===== src/rtl/mem_write_arbiter.sv =====
// mem_write_arbiter
//   Shares one byte-wide memory port between the bridge data loader's write
//   stream and the core's req/ack read/write requester. Loader writes have no
//   backpressure and are buffered in a small FIFO. The loader gets priority once
//   the FIFO fills to URGENT_LEVEL. Otherwise an idle core request wins, and a
//   non-empty FIFO drains when the core is not being served. Everything runs in
//   the clk_memory domain.
//
// Ports
//   clk_memory, reset_n         clock, asynchronous active-low reset
//   load_en/addr/data           loader write strobe and byte (one byte per cycle)
//   load_overflow               sticky: a loader byte was dropped (FIFO full)
//   fifo_level                  current loader FIFO occupancy
//   core_req/wr/addr/wdata      core request, held stable until core_ack
//   core_ack                    one-cycle pulse: core access issued to memory
//   core_rdata/core_rdata_valid read data and its one-cycle valid pulse
//   mem_wr/rd/addr/wdata        registered memory port outputs
//   mem_rdata                   memory read data, READ_LATENCY cycles after mem_rd
module mem_write_arbiter #(
    parameter int ADDR_WIDTH   = 15,
    parameter int DATA_WIDTH   = 8,
    parameter int FIFO_DEPTH   = 4,
    parameter int URGENT_LEVEL = 2,
    parameter int READ_LATENCY = 2
) (
    input  logic                          clk_memory,
    input  logic                          reset_n,
    input  logic                          load_en,
    input  logic [ADDR_WIDTH-1:0]         load_addr,
    input  logic [DATA_WIDTH-1:0]         load_data,
    output logic                          load_overflow,
    output logic [$clog2(FIFO_DEPTH):0]   fifo_level,
    input  logic                          core_req,
    input  logic                          core_wr,
    input  logic [ADDR_WIDTH-1:0]         core_addr,
    input  logic [DATA_WIDTH-1:0]         core_wdata,
    output logic                          core_ack,
    output logic [DATA_WIDTH-1:0]         core_rdata,
    output logic                          core_rdata_valid,
    output logic                          mem_wr,
    output logic                          mem_rd,
    output logic [ADDR_WIDTH-1:0]         mem_addr,
    output logic [DATA_WIDTH-1:0]         mem_wdata,
    input  logic [DATA_WIDTH-1:0]         mem_rdata
);

    localparam int PTR_W   = $clog2(FIFO_DEPTH);
    localparam int LEVEL_W = PTR_W + 1;

    typedef enum logic [0:0] {
        IDLE,
        READ_WAIT
    } state_t;

    // Loader FIFO storage and control
    logic [ADDR_WIDTH-1:0] fifo_addr [FIFO_DEPTH];
    logic [DATA_WIDTH-1:0] fifo_data [FIFO_DEPTH];
    logic [PTR_W-1:0]      wr_ptr;
    logic [PTR_W-1:0]      rd_ptr;
    logic [LEVEL_W-1:0]    level;

    logic fifo_empty;
    logic fifo_full;
    logic urgent;
    logic core_ok;
    logic pop;
    logic push;
    logic serve_core;
    logic issue_read;

    state_t state;
    state_t state_next;

    // One bit per cycle of read latency; the oldest bit produces core_rdata_valid.
    logic [READ_LATENCY-1:0] rd_pipe;
    logic [READ_LATENCY-1:0] rd_pipe_next;
    logic [DATA_WIDTH-1:0]   rdata_q;

    assign fifo_level = level;
    assign fifo_empty = (level == '0);
    assign fifo_full  = (level == LEVEL_W'(FIFO_DEPTH));
    assign urgent     = (32'(level) >= URGENT_LEVEL);

    // A request seen while its ack is on the port is the old request, not a new one.
    assign core_ok    = core_req && !core_ack && (state == IDLE);

    // A full FIFO still accepts a byte when the same edge frees an entry.
    assign push       = load_en && (!fifo_full || pop);
    assign issue_read = serve_core && !core_wr;

    // Grant and next state
    // NOTE: every signal driven here gets a default first, so no path can leave
    // it unassigned and infer a latch.
    always_comb begin
        serve_core = 1'b0;
        pop        = 1'b0;
        state_next = state;

        if (urgent) begin
            pop = 1'b1;
        end else if (core_ok) begin
            serve_core = 1'b1;
        end else if (!fifo_empty) begin
            pop = 1'b1;
        end

        case (state)
            IDLE:      if (issue_read) state_next = READ_WAIT;
            READ_WAIT: if (core_rdata_valid) state_next = IDLE;
            default:   state_next = IDLE;
        endcase
    end

    always_comb begin
        rd_pipe_next[0] = issue_read;
        for (int i = 1; i < READ_LATENCY; i++) begin
            rd_pipe_next[i] = rd_pipe[i-1];
        end
    end

    // NOTE: FIFO storage has no reset; the pointers and level define which
    // entries are meaningful, so clearing the array would only add reset fanout.
    always_ff @(posedge clk_memory) begin
        if (push) begin
            fifo_addr[wr_ptr] <= load_addr;
            fifo_data[wr_ptr] <= load_data;
        end
    end

    // NOTE: state is updated with non-blocking assignments so every register
    // samples the pre-edge values, independent of statement order.
    always_ff @(posedge clk_memory or negedge reset_n) begin
        if (!reset_n) begin
            wr_ptr           <= '0;
            rd_ptr           <= '0;
            level            <= '0;
            load_overflow    <= 1'b0;
            state            <= IDLE;
            rd_pipe          <= '0;
            core_rdata_valid <= 1'b0;
            core_ack         <= 1'b0;
            mem_wr           <= 1'b0;
            mem_rd           <= 1'b0;
            mem_addr         <= '0;
            mem_wdata        <= '0;
            rdata_q          <= '0;
        end else begin
            state            <= state_next;
            rd_pipe          <= rd_pipe_next;
            core_rdata_valid <= rd_pipe[READ_LATENCY-1];
            core_ack         <= serve_core;
            mem_wr           <= pop || (serve_core && core_wr);
            mem_rd           <= issue_read;

            if (push) wr_ptr <= wr_ptr + 1'b1;
            if (pop)  rd_ptr <= rd_ptr + 1'b1;

            case ({push, pop})
                2'b10:   level <= level + 1'b1;
                2'b01:   level <= level - 1'b1;
                default: level <= level;
            endcase

            if (load_en && !push) load_overflow <= 1'b1;

            // Address and data hold their last values when nothing is issued.
            if (pop) begin
                mem_addr  <= fifo_addr[rd_ptr];
                mem_wdata <= fifo_data[rd_ptr];
            end else if (serve_core) begin
                mem_addr <= core_addr;
                if (core_wr) mem_wdata <= core_wdata;
            end

            if (core_rdata_valid) rdata_q <= mem_rdata;
        end
    end

    // mem_rdata is only valid in the pulse cycle itself, so the pulse cycle
    // passes it straight through and the register holds it afterwards.
    assign core_rdata = core_rdata_valid ? mem_rdata : rdata_q;

endmodule

===== config.mk =====
export PLATFORM = sky130hd
export DESIGN_NAME = mem_write_arbiter
export DESIGN_NICKNAME = d
export VERILOG_FILES = /design/src/rtl/mem_write_arbiter.sv
export SDC_FILE = /design/constraint.sdc
export NUM_CORES = 1
export LEC_CHECK = 0
export ABC_AREA = 0
export BUFFER_PORTS_ARGS = -buffer_cell sky130_fd_sc_hd__buf_2
export CORE_MARGIN = 3
export CORE_UTILIZATION = 40
export CTS_BUF_LIST = sky130_fd_sc_hd__clkbuf_4
export CTS_CLUSTER_SIZE = 28
export DETAILED_ROUTE_END_ITERATION = 7
export GPL_ROUTABILITY_DRIVEN = 0
export GPL_TIMING_DRIVEN = 0
export PLACE_DENSITY = 0.7
export SYNTH_ARGS = -nofsm -noshare
export SYNTH_HDL_FRONTEND = slang
export SYNTH_SLANG_ARGS = --single-unit

===== constraint.sdc =====
create_clock -name clk_memory -period 4.46 [get_ports clk_memory]
set_input_delay 0.223 -clock clk_memory [delete_from_list [all_inputs] [get_ports clk_memory]]
set_output_delay 0.223 -clock clk_memory [all_outputs]
set_load 0.02 [all_outputs]

==> run metrics, run 1 <==
cts bufs inserted 17; CP Max Fanout 8; fin crit period 2.29 ns; sequential fraction of design power 44.2%; CORE AREA between 10,000 and 15,000 um2; largest net degree at the start of global routing between 40 and 50; post-CTS setup repair buffer count 0; Mapped Area 5250 um2; DRC 0; Area contributors post-synth edfxtp_1 53%, dfrtp_1 21%, mux4_2 9.9%; Yosys cell types 29; outcome finished clean; count of cells resized by post-cts repair 0; slowest cell delay on critical path around 0.6 ns; Post-synth top flop edfxtp_1; Routed Antenna Nets 0; synthesized area per cell 17.7 um2; I/O pin cnt 98; row cnt between 40 and 50; Cell Pwr Density 626 nW/um2; Clock Latency Late Sink 0.53 ns; Min Hold Slack 0.211 ns; P_int 2740 uW; die width 121 um; ys async rst share between 30% and 40%; clk sinks 137; Via Count 3,242; Final Setup Violations 0; Slew @ Worst Pin 1.23 ns; f_max 0.436 GHz; initial core utilization 41.3%; Worst EP required 4.91 ns; RSZ-0062 raised after global routing false; grt ovf 0; Max Root-Sink Buffers 2; H-tree levels 4; Reg2Reg Setup Slack 2.17 ns; combinational group share of total power around 39%; root buf cell clkbuf_4; Final period util 51.5%; r2r worst-path depth 8; die height 121 um; Clock transition at path regs 0.10 ns; Post-Syn Nets 361; HPWL after DPL 7040 um; full die area 14,500 um2; first-pass GRT wire length 18,000 um; CP arrival 2.74 ns; sw frac 35.3%; final wirelength 11,200 um; Yosys top cell by area edfxtp_1; top cell family by delay on the critical path simple AND/OR/NAND/NOR gates; Power Total 4240 uW; Fillers about 1,100; Final Max Slew Viols 0; PortBufs 97; clock power share 17.3%; commonest non-fill, non-tap cell in the layout buf_2; Max IR drop VDD 282 uV; Worst Setup End Kind flop; Crit Path Category flop to flop; origin of the critical flop-to-flop path core_ack$_DFF_PN0_; Starting DRT DRC Count 279; hold path start core_req; Synth top area share 52.6%; Hold WC Path Type primary input to flop; final setup TNS 0 ns; Routed WL per cell 17.1 um; Reg-to-Reg End fifo_level[2]$_DFFE_PN0P_; max cap viols 0; vias in the first global route 3,433; critical-path cell list or3b_1 > buf_2 > a21o_1 > buf_6 > nand2b_1 > fa_1 > or4b_2 > o211ai_1; slew margin rel. 18.1%; slowest CP cell or4b_2; Via-to-Cell Ratio 4.95; gr usage total 16.7%; hold path depth 4; Buf/Inv on CP 2; CTS tree done; ant diodes 0; Pleak between 0.002 and 0.003 uW; crit start category flop; Syn-to-layout area delta 29.1%; yosys warns 0; Hold EP rd_pipe[0]$_DFF_PN0_; Psw between 1000 and 1500 uW; final-stage net count between 500 and 600; sequential share of the synthesized area 74.1%; Worst Skew roughly 0.019 ns; number of enable flip-flop cells after synthesis 92; Mapped Cells 297; initial antenna violation count 0; Seq cells post-synth around 140; fraction of layout cells with a size suffix above 1 34.8%; commonest cells after routing, fill and taps aside 105 x buf_2, 92 x edfxtp_1, 57 x dlygate4sd3_1, 45 x dfrtp_1, 24 x nand2_1; DR pass1 iterations 5; Hold Vio Cnt, Final 0
==> tightest hold or removal path, delay by kind of cell <==
kind / cells / cell delay, ns
buf+inv: 2 / 0.25
simple gates: 2 / 0.23
==> worst max path at each step <==
stage | endpoint | slack, ns | startpoint | cells after the start
5_1_grt | mem_wdata[1]$_DFFE_PN0P_ | 2.02 | core_ack$_DFF_PN0_ | 4
3_5_place_dp | fifo_level[2]$_DFFE_PN0P_ | 2.18 | core_ack$_DFF_PN0_ | 8
4_1_cts | fifo_level[2]$_DFFE_PN0P_ | 2.16 | core_ack$_DFF_PN0_ | 8
3_3_place_gp | mem_wdata[3]$_DFFE_PN0P_ | 2.22 | core_ack$_DFF_PN0_ | 5
2_1_floorplan | fifo_level[2]$_DFFE_PN0P_ | 2.19 | core_ack$_DFF_PN0_ | 8
6_report | fifo_level[2]$_DFFE_PN0P_ | 2.17 | core_ack$_DFF_PN0_ | 8
==> per-stage QoR <==
stage	instance area, um2	worst slack, ns	utilization [%]	instances
detailed placement	5950	2.18	46.8	566
floorplan	5250	2.19	-	297
global route	6770	2.02	53.2	655
CTS	6770	2.16	53.2	655
global placement	5950	2.22	46.8	566
finish	6770	2.17	53.2	655
==> repair_timing <==
| action | in CTS | in global routing |
|---|---|---|
| hold buffers | 57 | 0 |
| endpoints found under the setup margin | 0 | 0 |
| hold endpoints to repair | 171 | 0 |
==> power by group through the flow <==
stage | clock network [uW] | logic, uW | registers [uW]
floorplan | 0 | 961 | 2030
global placement | 0 | 1590 | 1880
detailed placement | 0 | 1630 | 1900
CTS | 761 | 1670 | 1870
global route | 826 | 1800 | 1910
finish | 732 | 1640 | 1870
==> cell type report <==
cell class / count / area, um2 / share of cell area [%]
Clock inverter: 13 / 111 / 1.64
Buffer: 18 / 92.6 / 1.37
Clock buffer: 19 / 143 / 2.11
Sequential cell: 137 / 3890 / 57.4
Tap cell: 172 / 215 / 3.18
Timing Repair Buffer: 154 / 1060 / 15.6
Multi-Input combinational cell: 125 / 1200 / 17.8
Inverter: 17 / 63.8 / 0.942
==> metal layers <==
layer	up-vias	GRT usage, %	routed length, um	share of wire [%]
li1	1489	-	-	-
met2	131	27.2	5460	49
met4	0	5.31	198	1.8
met1	1602	21.1	4700	42
met3	20	5.89	826	7.4
met5	-	0	0	0
==> cell usage after synthesis, types with 3 or more instances <==
library cell,n
and2_1,4
nor2_1,12
nor3_1,3
a21oi_1,9
mux4_2,23
dfrtp_1,45
inv_1,17
clkbuf_1,8
a222oi_1,12
buf_2,8
edfxtp_1,92
nand2_1,24
a31oi_1,8
xnor2_1,4
mux2_2,8
ha_1,4
==> registers in the layout (all words and copies together) (netlist names) <==
signal	flops
state	1
wr_ptr	2
mem_wr	1
fifo_addr	60
core_rdata_valid	1
core_ack	1
rdata_q	8
rd_pipe	2
fifo_data	32
fifo_level	3
mem_wdata	8
load_overflow	1
mem_addr	15
rd_ptr	2
==> cells by family after synthesis <==
family	count (synthesis)	synth area share [%]
fa+ha+maj	5	1.33
mux	32	11.8
buf+inv	35	2.98
simple gates	49	4.27
xor+xnor	5	0.834
compound gates	34	4.72
flops	137	74.1
Power figures use the tool's default switching activity.
==> run 2: changes to the inputs <==
==> constraint.sdc (replaced) <==
create_clock -name clk_memory -period 2.14 [get_ports clk_memory]
set_input_delay 0.107 -clock clk_memory [delete_from_list [all_inputs] [get_ports clk_memory]]
set_output_delay 0.107 -clock clk_memory [all_outputs]
set_load 0.02 [all_outputs]
==> run 2 against run 1 <==
Against the previous run:
- routed wire length up 0.82%
- setup slack worse by 2.1 ns
- largest power group unchanged
- highest routed layer unchanged
- die area unchanged
- hold slack worse by 0.054 ns
==> run metrics, run 2 (synthesized netlist as in run 1, its figures left out) <==
Buf/Inv on CP 2 (unchanged); Reg with most FFs fifo_addr; ant diodes 0 (unchanged); die width 121 um (unchanged); row cnt 41 (unchanged); Min Hold Slack 0.157 ns (-0.0537 ns); final instance area 6910 um2 (+2.0%); Sequential Area 3890 um2 (about the same); outcome finished clean; Via Count 3,278 (+1.1%); gr usage total 16.8% (+0.12 points); Post-Place Worst Slack -0.00699 ns (-2.18 ns); top flop regs fifo_addr (60), fifo_data (32), mem_addr (15); Hold EP rd_pipe[0]$_DFF_PN0_; Fillers 1,063 (-1.6%); clk sinks 137 (unchanged); DRC 0 (unchanged); Cell Pwr Density 1330 nW/um2 (+110%); origin of the critical flop-to-flop path core_ack$_DFF_PN0_; dpl cell area 5960 um2 (+0.25%); RSZ-0062 raised after global routing true; max cap viols 0 (unchanged); crit-path most repeated cell buf_6; Final Setup Violations 0 (unchanged); crit start category flop; Syn-to-layout area delta 31.6%; vias in the first global route 3,485 (+1.5%); Clock Latency Late Sink 0.53 ns (about the same); top cell family by delay on the critical path simple AND/OR/NAND/NOR gates; initial antenna violation count 0 (unchanged); Via-to-Cell Ratio 4.94 (-0.11%); Crit Path Category flop to flop; largest net degree at the start of global routing 46 (unchanged); Routed Antenna Nets 0 (unchanged); CP Max Fanout 6 (-2); commonest non-fill, non-tap cell in the layout buf_2; final-stage net count 542 (+1.5%); slew margin rel. 19.4% (+1.3 points); I/O pin cnt 98 (unchanged); cts bufs inserted 17 (unchanged); footprint of the multi-input gates 1220 um2 (+1.8%); r2r worst-path depth 8 (unchanged); worst setup margin 0.0383 ns (-2.13 ns); Final Max Slew Viols 0 (unchanged); slowest CP cell or4b_4; Hold Vio Cnt, Final 0 (unchanged); initial core utilization 41.3% (unchanged); CP arrival 2.56 ns (-0.18 ns); first-pass GRT wire length 18,100 um (+1.0%); hold path start core_req; Clock transition at path regs 0.11 ns (about the same); Hold WC Path Type primary input to flop; Reg2Reg Setup Slack 0.04 ns (-2.13 ns); Final period util 98.2% (+47 points); DR pass1 iterations 6 (+1); final wirelength 11,300 um (+0.82%); Max IR drop VDD 469 uV (+66%); slowest cell delay on critical path 0.44 ns (-0.15 ns); final setup TNS 0 ns (unchanged); fin crit period 2.10 ns (-0.193 ns); Routed WL per cell 17.0 um (-0.39%); Worst Setup End Kind flop; full die area 14,500 um2 (unchanged); H-tree levels 4 (unchanged); Worst EP required 2.60 ns (-2.31 ns); critical-path cell list or3b_1 > buf_6 > a21o_1 > buf_6 > nand2b_4 > fa_2 > or4b_4 > o211ai_1; Largest register FFs 60 (unchanged); Slew @ Worst Pin 1.21 ns (-0.0192 ns); Power Total 9170 uW (+120%); Pleak 0.00279 uW (+2.3%); Max Root-Sink Buffers 2 (unchanged); PortBufs 97 (unchanged); Starting DRT DRC Count 236 (-15%); Reg-to-Reg End fifo_level[2]$_DFFE_PN0P_; root buf cell clkbuf_4; CORE AREA 12,700 um2 (unchanged); Worst Skew 0.0123 ns (-0.00716 ns); grt ovf 0 (unchanged); CTS tree done; commonest cells after routing, fill and taps aside 103 x buf_2, 92 x edfxtp_1, 57 x dlygate4sd3_1, 44 x dfrtp_1, 24 x nand2_1; die height 121 um (unchanged); f_max 0.476 GHz (+9.2%); HPWL after DPL 7090 um (+0.73%); fraction of layout cells with a size suffix above 1 38.3% (+3.5 points); hold path depth 5 (+1)
[run 2: cell count changes in the layout (fill, tap and decap cells not counted), sizes merged]
cell / delta
buf: +7
bufinv: +1
clkinv: -2
clkinvlp: +2
[run 2: power breakdown]
| part | internal [uW] | switching, uW |
|---|---|---|
| Sequential | 3620 | 283 |
| Clock | 806 | 891 |
| Combinational | 1530 | 2040 |
| Total | 5960 | 3220 |
[run 2: worst max-delay path by stage]
stage / from / endpoint / slack [ns] / cells past startpoint
global placement: core_ack$_DFF_PN0_ / mem_wdata[3]$_DFFE_PN0P_ / 0.01 / 5
finish: core_ack$_DFF_PN0_ / fifo_level[2]$_DFFE_PN0P_ / 0.04 / 8
global route: core_ack$_DFF_PN0_ / fifo_level[2]$_DFFE_PN0P_ / -0.05 / 8
detailed placement: core_ack$_DFF_PN0_ / mem_wdata[0]$_DFFE_PN0P_ / -0.007 / 4
floorplan: core_ack$_DFF_PN0_ / fifo_level[2]$_DFFE_PN0P_ / 0.08 / 8
CTS: state$_DFF_PN0_ / fifo_level[2]$_DFFE_PN0P_ / 0.02 / 8
[run 2: per-layer routing]
| layer | GRT usage (%) | wire [um] | vias to the layer above |
|---|---|---|---|
| met2 | 29.5 | 6040 | 124 |
| met5 | 0 | 0 | - |
| met3 | 5.00 | 753 | 14 |
| met4 | 6.16 | 148 | 0 |
| li1 | - | - | 1497 |
| met1 | 19.6 | 4340 | 1643 |
[run 2: area by class of cell]
cell class	instances	share of cell area, %
buffer	18	1.52
clock buffer	18	1.96
clock inverter	14	2.26
inverter	17	0.924
multi-input combinational	125	17.7
sequential	137	56.3
tap	172	3.12
timing repair buffer	162	16.2
[run 2: worst reg2reg max path, cell delays in order, from the launching register on]
cell,delay [ns]
dfrtp_2,0.43
or3b_1,0.40
buf_6,0.14
a21o_1,0.16
buf_6,0.13
nand2b_4,0.06
fa_2,0.18
or4b_4,0.44
o211ai_1,0.09
[run 2: timing repair]
item,in CTS,in global routing
resized for setup,1,12
endpoints found under the hold margin,173,0
hold buffers,57,0
pin swaps,0,2
buffers inserted,0,8
endpoints found under the setup margin,6,86
[run 2: metrics by stage]
step | instances | utilization (%)
after floorplan | 297 | -
after global placement | 566 | 46.9
after detailed placement | 566 | 46.9
after CTS | 655 | 53.7
after global routing | 663 | 54.3
final | 663 | 54.3
==> run 3: changes to the inputs <==
--- a/config.mk
+++ b/config.mk
@@ -14,7 +14,8 @@
 export DETAILED_ROUTE_END_ITERATION = 7
 export GPL_ROUTABILITY_DRIVEN = 0
 export GPL_TIMING_DRIVEN = 0
-export PLACE_DENSITY = 0.7
+export PLACE_DENSITY = 0.72
+export SKIP_CTS_REPAIR_TIMING = 1
 export SYNTH_ARGS = -nofsm -noshare
 export SYNTH_HDL_FRONTEND = slang
 export SYNTH_SLANG_ARGS = --single-unit
==> constraint.sdc (replaced) <==
create_clock -name clk_memory -period 1.73 [get_ports clk_memory]
set_input_delay 0.0865 -clock clk_memory [delete_from_list [all_inputs] [get_ports clk_memory]]
set_output_delay 0.0865 -clock clk_memory [all_outputs]
set_load 0.02 [all_outputs]
==> run 3 against run 2 <==
Against the previous run:
- the flow now finishes with violations (hold timing, setup timing)
- critical path depth is 1 lower
- setup slack worse by 0.36 ns
- clock skew is 0.0021 ns higher
- sequential share of layout area is 1.6 points lower
- register-to-register slack worse by 0.36 ns
- utilization is 1.7 points higher
- final cell count is 1.1% higher
- critical path type unchanged
==> run metrics, run 3 (synthesized netlist as in run 1, its figures left out) <==
slowest cell delay on critical path 0.45 ns (about the same); initial antenna violation count 0 (unchanged); Syn-to-layout area delta 35.7%; dpl cell area 5970 um2 (+0.15%); Final Setup Violations 21 (+21); Cell Pwr Density 1680 nW/um2 (+26%); Clock transition at path regs 0.10 ns (about the same); die height 121 um (unchanged); fin crit period 2.05 ns (-0.0524 ns); CP arrival 2.50 ns (-0.06 ns); DR pass1 iterations 8 (+2); crit start category flop; slew margin rel. 27.7% (+8.3 points); Clock Latency Late Sink 0.55 ns (+0.02 ns); Worst Skew 0.0144 ns (+0.00210 ns); CTS tree done; Reg-to-Reg End fifo_level[2]$_DFFE_PN0P_; final-stage net count 549 (+1.3%); final wirelength 11,800 um (+4.9%); top flop regs fifo_addr (60), fifo_data (32), mem_addr (15); Fillers 1,027 (-3.4%); H-tree levels 4 (unchanged); Max IR drop VDD 923 uV (+97%); commonest cells after routing, fill and taps aside 96 x buf_2, 92 x edfxtp_1, 56 x dlygate4sd3_1, 40 x dfrtp_1, 24 x nand2_1; clock power share 17.7% (-0.8 points); critical-path cell list or3b_4 > a21o_1 > buf_6 > nand2b_4 > fa_2 > or4b_4 > o211ai_1; violated checks hold timing, setup timing; DRC 0 (unchanged); sw frac 34.8% (-0.24 points); origin of the critical flop-to-flop path state$_DFF_PN0_; Largest register FFs 60 (unchanged); sequential fraction of design power 41.0% (-1.6 points); root buf cell clkbuf_4; Via Count 3,280 (+0.061%); Routed Antenna Nets 0 (unchanged); Reg with most FFs fifo_addr; Hold Vio Cnt, Final 3 (+3); Worst EP required 2.18 ns (-0.42 ns); row cnt 41 (unchanged); Min Hold Slack -0.0401 ns (-0.197 ns); P_int 7780 uW (+31%); full die area 14,500 um2 (unchanged); Slew @ Worst Pin 1.08 ns (-0.125 ns); gr usage total 16.5% (-0.36 points); Final Max Slew Viols 0 (unchanged); Buf/Inv on CP 1 (-1); final instance area 7120 um2 (+3.1%); hold path depth 3 (-2); initial core utilization 41.3% (unchanged); grt ovf 0 (unchanged); Reg2Reg Setup Slack -0.32 ns (-0.36 ns); commonest non-fill, non-tap cell in the layout buf_2; Starting DRT DRC Count 241 (+2.1%); largest net degree at the start of global routing 46 (unchanged); vias in the first global route 3,150 (-9.6%); fraction of layout cells with a size suffix above 1 42.4% (+4.1 points); max cap viols 0 (unchanged); CP Max Fanout 5 (-1); Psw 4160 uW (+29%); r2r worst-path depth 7 (-1); die width 121 um (unchanged); Post-Place Worst Slack -0.530 ns (-0.523 ns); CORE AREA 12,700 um2 (unchanged); Hold EP fifo_level[1]$_DFFE_PN0P_; first-pass GRT wire length 17,300 um (-4.4%); Final period util 118% (+20 points); Worst Setup End Kind flop; Max Root-Sink Buffers 2 (unchanged); HPWL after DPL 7500 um (+5.9%); RSZ-0062 raised after global routing true; final setup TNS -2.22 ns (-2.22 ns); top cell family by delay on the critical path simple AND/OR/NAND/NOR gates; Crit Path Category flop to flop; ant diodes 0 (unchanged); Power Total 11,900 uW (+30%); combinational group share of total power 41.3% (+2.4 points); Pleak 0.00288 uW (+3.1%); slowest CP cell or4b_4; worst setup margin -0.319 ns (-0.358 ns); PortBufs 97 (unchanged); Via-to-Cell Ratio 4.90 (-0.98%); cts bufs inserted 17 (unchanged); hold path start load_en; Routed WL per cell 17.7 um (+3.8%); outcome finished with violations; clk sinks 137 (unchanged); Hold WC Path Type primary input to flop; I/O pin cnt 98 (unchanged); f_max 0.488 GHz (+2.6%)
-- run 3: per-stage QoR --
stage / std cells / util (%)
2_1_floorplan: 297 / -
3_3_place_gp: 566 / 47.0
3_5_place_dp: 566 / 47.0
4_1_cts: 598 / 49.2
5_1_grt: 670 / 56.0
6_report: 670 / 56.0
-- run 3: cell type report --
class / instances / area (um2) / share of cell area, %
sequential: 137 / 3890 / 54.7
multi-input combinational: 125 / 1290 / 18.1
timing repair buffer: 172 / 1210 / 17.0
tap: 172 / 215 / 3.02
buffer: 15 / 158 / 2.21
clock inverter: 14 / 156 / 2.20
clock buffer: 18 / 135 / 1.90
inverter: 17 / 63.8 / 0.896
-- run 3: worst max path at each step --
stage | startpoint | end | slack, ns | depth (start not counted)
after CTS | core_ack$_DFF_PN0_ | mem_wdata[2]$_DFFE_PN0P_ | -0.55 | 4
after global routing | state$_DFF_PN0_ | fifo_level[2]$_DFFE_PN0P_ | -0.37 | 7
after global placement | core_ack$_DFF_PN0_ | mem_wdata[3]$_DFFE_PN0P_ | -0.53 | 5
after floorplan | core_ack$_DFF_PN0_ | fifo_level[2]$_DFFE_PN0P_ | -0.33 | 8
after detailed placement | core_ack$_DFF_PN0_ | mem_wdata[2]$_DFFE_PN0P_ | -0.53 | 4
final | state$_DFF_PN0_ | fifo_level[2]$_DFFE_PN0P_ | -0.32 | 7
-- run 3: worst register-to-register path, cell delays in order, from the launching register on --
cell      delay [ns]
dfrtp_1         0.41
or3b_4          0.44
a21o_1          0.18
buf_6           0.12
nand2b_4        0.06
fa_2            0.19
or4b_4          0.45
o211ai_1        0.11
-- run 3: power by group through the flow --
stage / combinational [uW] / sequential, uW / clock, uW
after CTS: 4240 / 4860 / 2170
final: 4940 / 4900 / 2110
after detailed placement: 4230 / 4940 / 0
after floorplan: 2540 / 5250 / 0
after global placement: 4150 / 4870 / 0
after global routing: 5390 / 4980 / 2320
-- run 3: layer usage --
| layer | track usage [%] | up-vias | share of wire (%) |
|---|---|---|---|
| met2 | 26.1 | 116 | 51 |
| met1 | 20.9 | 1635 | 41 |
| li1 | - | 1517 | - |
| met3 | 6.64 | 12 | 6.6 |
| met5 | 0 | - | 0 |
| met4 | 5.17 | 0 | 1.0 |
